## config.mk

```make
export PLATFORM = sky130hd
export DESIGN_NAME = down_counter_reload_flat
export DESIGN_NICKNAME = d
export VERILOG_FILES = /design/src/rtl/down_counter_reload_if.sv /design/src/rtl/down_counter_reload.sv /design/src/flat_wrapper.sv
export SDC_FILE = /design/constraint.sdc
export NUM_CORES = 1
export LEC_CHECK = 0
export CAP_MARGIN = 20
export CORE_ASPECT_RATIO = 0.9
export CORE_UTILIZATION = 39
export DETAILED_ROUTE_END_ITERATION = 12
export HOLD_SLACK_MARGIN = 0.1
export PLACE_DENSITY = 0.75
export SYNTH_ARGS = -nofsm -noshare
export SYNTH_HDL_FRONTEND = slang
export SYNTH_SLANG_ARGS = --single-unit
```

## constraint.sdc

```tcl
create_clock -name clk -period 1.7 [get_ports clk]
set_clock_uncertainty 0.2 [all_clocks]
set_input_delay 0.34 -clock clk [delete_from_list [all_inputs] [get_ports clk]]
set_output_delay 0.34 -clock clk [all_outputs]
set_load 0.02 [all_outputs]
```

## src/rtl/down_counter_reload_if.sv

```systemverilog
// Control/status bundle between a timer user and down_counter_reload.
interface down_counter_reload_if #(
    parameter int unsigned WIDTH = 4
);
    logic             start;
    logic             stop;
    logic             en;
    logic             auto_reload;
    logic [WIDTH-1:0] load_val;
    logic [WIDTH-1:0] out;
    logic             tc;
    logic             busy;
    logic             done;

    // Timer user: issues commands, observes count and status.
    modport master (
        output start, stop, en, auto_reload, load_val,
        input  out, tc, busy, done
    );

    // Counter: accepts commands, reports count and status.
    modport slave (
        input  start, stop, en, auto_reload, load_val,
        output out, tc, busy, done
    );
endinterface

```

## src/rtl/down_counter_reload.sv

```systemverilog
// Loadable down counter with one-cycle terminal-count pulse and optional
// periodic auto-reload; usable as a timer or a divide-by-(N+1) enable.
module down_counter_reload #(
    parameter int unsigned WIDTH = 4
) (
    input  logic                  clk,
    input  logic                  reset,
    down_counter_reload_if.slave  bus
);
    typedef enum logic [1:0] {
        IDLE = 2'd0,
        RUN  = 2'd1,
        DONE = 2'd2
    } state_t;

    state_t           state, state_nx;
    logic [WIDTH-1:0] cnt, cnt_nx;
    logic [WIDTH-1:0] reload, reload_nx;
    logic             mode, mode_nx;
    logic             tc_q, tc_nx;

    // State and datapath registers; reset clears everything immediately.
    always_ff @(posedge clk or posedge reset) begin
        if (reset) begin
            state  <= IDLE;
            cnt    <= '0;
            reload <= '0;
            mode   <= 1'b0;
            tc_q   <= 1'b0;
        end else begin
            state  <= state_nx;
            cnt    <= cnt_nx;
            reload <= reload_nx;
            mode   <= mode_nx;
            tc_q   <= tc_nx;
        end
    end

    // Next state: stop beats start beats counting; tc is a single-edge pulse.
    always_comb begin
        state_nx  = state;
        cnt_nx    = cnt;
        reload_nx = reload;
        mode_nx   = mode;
        tc_nx     = 1'b0;
        if (bus.stop) begin
            state_nx = IDLE;
        end else if (bus.start) begin
            cnt_nx    = bus.load_val;
            reload_nx = bus.load_val;
            mode_nx   = bus.auto_reload;
            state_nx  = RUN;
        end else if (state == RUN && bus.en) begin
            if (cnt != '0) begin
                cnt_nx = cnt - WIDTH'(1);
            end else begin
                tc_nx = 1'b1;
                if (mode) begin
                    cnt_nx = reload;
                end else begin
                    state_nx = DONE;
                end
            end
        end
    end

    // Status decode from registered state only.
    always_comb begin
        bus.busy = 1'b0;
        bus.done = 1'b0;
        case (state)
            RUN:     bus.busy = 1'b1;
            DONE:    bus.done = 1'b1;
            default: ;
        endcase
    end

    assign bus.out = cnt;
    assign bus.tc  = tc_q;

endmodule

```

## src/flat_wrapper.sv

```systemverilog
// flat-port wrapper written by rule: the top's interface ports become plain ports
module down_counter_reload_flat 
#(
    parameter int unsigned WIDTH = 4
)
  (clk, reset, bus_start, bus_stop, bus_en, bus_auto_reload, bus_load_val, bus_out, bus_tc, bus_busy, bus_done);
  down_counter_reload_if #(.WIDTH(WIDTH)) bus_i ();
  input  logic clk;
  input  logic reset;
  input wire logic [$bits(bus_i.start)-1:0] bus_start;
  input wire logic [$bits(bus_i.stop)-1:0] bus_stop;
  input wire logic [$bits(bus_i.en)-1:0] bus_en;
  input wire logic [$bits(bus_i.auto_reload)-1:0] bus_auto_reload;
  input wire logic [$bits(bus_i.load_val)-1:0] bus_load_val;
  output wire logic [$bits(bus_i.out)-1:0] bus_out;
  output wire logic [$bits(bus_i.tc)-1:0] bus_tc;
  output wire logic [$bits(bus_i.busy)-1:0] bus_busy;
  output wire logic [$bits(bus_i.done)-1:0] bus_done;
  assign bus_i.start = bus_start;
  assign bus_i.stop = bus_stop;
  assign bus_i.en = bus_en;
  assign bus_i.auto_reload = bus_auto_reload;
  assign bus_i.load_val = bus_load_val;
  assign bus_out = bus_i.out;
  assign bus_tc = bus_i.tc;
  assign bus_busy = bus_i.busy;
  assign bus_done = bus_i.done;
  down_counter_reload #(.WIDTH(WIDTH)) u_core (.clk(clk), .reset(reset), .bus(bus_i));
endmodule
```

==> impl_metrics.ini <==
[logic_synthesis]
netlist_top_cells_area = dfrtp_1 46%, mux2_2 8.7%, mux2i_1 4.6%
yosysSeqAreaShare_pct = 46.33
syn_area_per_cell_um2 = 10.62
netlist.area_leader.share_pct = 46.33
synth-simple-area-share_pct = 15.83
synthAdderAreaFrac_pct = 1.931
synthCells = 61
synth-seq-cells = 12
synth_xor_area_share_pct = 0
synth_top_area_cell = dfrtp_1
yosys_warnings = 0
async_reset_ff_share_pct = 100.0
synthTopCellsByCount = 12 x dfrtp_1, 8 x inv_1, 6 x nor2_1
synth-edff-count = 0
muxShareOfSynthArea_pct = 13.32
synth_top_family_by_area = compound AO/OA/AOI/OAI gates
synth_compound_area_share_pct = 17.18
synth_cell_types = 26
synth_flop_cell = dfrtp_1
syn_nets = 72
synth_most_common_cell = dfrtp_1
synth.cell_area_um2 = 648.1

[floorplan]
fp.dieH_um = 40.68
core_mm2 = 0.001496
row_count = 13
die_x_um = 44.97
start_util_pct = 43.31
design.portCount = 17
die_area_mm2 = 0.001829

[clock_tree]
cts.clk_slew.worst_paths_ns = 0.08
worstSkewPairLatency_ns = 0.28
cts_htree_levels = 1
cts_setup_buffers = 0
cts_tree = done
clockBufferDepth = 2
cts_buffers = 3
clockRootBuffer = clkbuf_4
clock_sinks = 12

[placement]
place.gp.congestion = 0.7718
hpwl_um = 999.6
post-place-ws_ns = -0.1484
port_buffers = 16
post_dp_cell_area_um2 = 918.4

[pwr]
clockPowerShare_pct = 21.3
irDropWorstVdd_v = 0.0005653
power.leakage_nw = 0.4528
finalPower_mw = 1.103
sw_frac_of_total_pct = 33.87
intPower_mw = 0.7292
combPwrFrac_pct = 43.0
switchingPower_mw = 0.3735
power_frac_seq_pct = 35.7
p_per_area_mw_per_mm2 = 1155

[setup_path]
worstPathRequired_ns = 1.16
crit_type = register to output port
crit_chain = buf_4 -> clkdlybuf4s15_1
critPathCaptureType = output port
crit_fanout = 3
worstSetupStartpoint = u_core.bus.out[0]$_DFFE_PP0P_
cp_num_buf_inv = 2
crit_path_top_delay_cell = dfrtp_2
start_kind = register
worst_path_dominant_cell_family = buffers and inverters
worstPathArrival_ns = 1.10
r2r_start = u_core.bus.out[1]$_DFFE_PP0P_
max_stage_delay_ns = 0.41

[layout]
diodes = 0
n_fill_cell = 132
stdcell_area_um2 = 954.7
nets = 103
drive_above_1_share_pct = 35.16
area_growth_pct = 47.30

[timing]
setup_ws_ns = 0.05674
hold_ws_ns = 0.1561
hold_viol = 0
slew_viol_final = 0
rsz0062_at_grt = no
finalCriticalPeriod_ns = 1.643
setup_viol = 0
max_slew_margin_pct = 68.87
tightest_slew_ns = 0.4665
finalSetupTns_ns = 0
fin_crit_sh_pct = 96.66
fmax_mhz = 608.5

[global_route]
grt_usage_pct = 16.99
grt_pass1_wl_mm = 2.118
grt_pass1_vias = 509
grt_max_degree = 13
antenna_found_initial = 0
grt-ovfl-total = 0

[route]
dr_total_vias = 524
ant_nets = 0
dr.pass1.iters = 4
viasPerCell = 4.637
drcViolationCount = 0
dr.first_iter.drc_count = 11
finalWirelength_mm = 1.284
drt-wirelength-per-cell_um = 11.36

[outcome]
outcome = complete, no violations

[hold_path]
hold_path.class = primary input to asynchronous set/reset pin

[run]
cap_violations = 0
==> registers in the layout, indices dropped and copies added (netlist names) <==
signal and flops:
u_core.state 2, u_core.reload 4, u_core.bus.tc 1, u_core.mode 1, u_core.bus.out 4
==> routing by layer <==
metal / global-route usage (%) / share of wire [%]
met4: 6.818 / 1.6
met3: 3.965 / 4.4
met5: 0 / 0
met2: 25.00 / 40
met1: 24.11 / 54
==> area by class of cell <==
class	instances	area, um^2	share of cell area (%)
well taps	22	27.53	2.883
repair buffers	27	232.7	24.38
clock buffers	4	36.28	3.801
multi-input cells	40	325.3	34.08
inverters	8	30.03	3.145
flip-flops and latches	12	302.8	31.72
==> logic make-up (layout without fill, tap and decap cells) <==
kind of cell    after synthesis  count (layout)
mux                           8               8
compound gates               14              14
fa+ha+maj                     1               1
flops                        12              12
simple gates                 17              17
buf+inv                       9              39
==> repair_timing <==
action                                  4_1_cts  5_1_grt
pin swaps                                     0        1
gates resized for setup                       8        7
hold buffers                                  0        0
endpoints found under the setup margin        7        5
==> cells in the final DEF, fill, tap and decap left out, types with 2 or more instances in the layout <==
cell type	netlist	final
buf_4	0	10
dfrtp_1	12	10
clkdlybuf4s50_1	0	9
inv_1	8	6
nor2_1	6	6
mux2_2	5	5
mux2i_1	3	3
a21oi_1	3	3
nand2_1	3	3
clkbuf_4	0	3
dlygate4sd2_1	0	3
inv_2	0	2
nor3_1	2	2
a22o_1	2	2
clkbuf_2	0	2
clkdlybuf4s15_1	0	2
dfrtp_2	0	2
==> power groups by stage <==
stage | registers, mW | logic [mW] | clock network (mW)
3_5_place_dp | 0.399 | 0.478 | 0
3_3_place_gp | 0.396 | 0.472 | 0
6_report | 0.393 | 0.475 | 0.235
4_1_cts | 0.393 | 0.451 | 0.238
5_1_grt | 0.403 | 0.531 | 0.254
2_1_floorplan | 0.447 | 0.206 | 0
==> path summary, 6_finish.rpt <==
path / to / slack, ns / cells after the start
setup / recovery: bus_out[0] / 0.06 / 2
hold / removal: u_core.bus.out[3]$_DFFE_PP0P_ / 0.16 / 2
setup reg to reg: u_core.bus.out[2]$_DFFE_PP0P_ / 0.10 / 6
hold reg to reg: u_core.reload[1]$_DFFE_PP0P_ / 0.32 / 1
max in group asynchronous: u_core.bus.out[0]$_DFFE_PP0P_ / 0.79 / 2
min in group clk: u_core.reload[1]$_DFFE_PP0P_ / 0.32 / 1
==> metrics by stage <==
stage	std cells	util [%]
2_1_floorplan	61	-
3_3_place_gp	109	61.37
3_5_place_dp	109	61.37
4_1_cts	113	63.29
5_1_grt	113	63.80
6_report	113	63.80
Power figures use the tool's default switching activity.
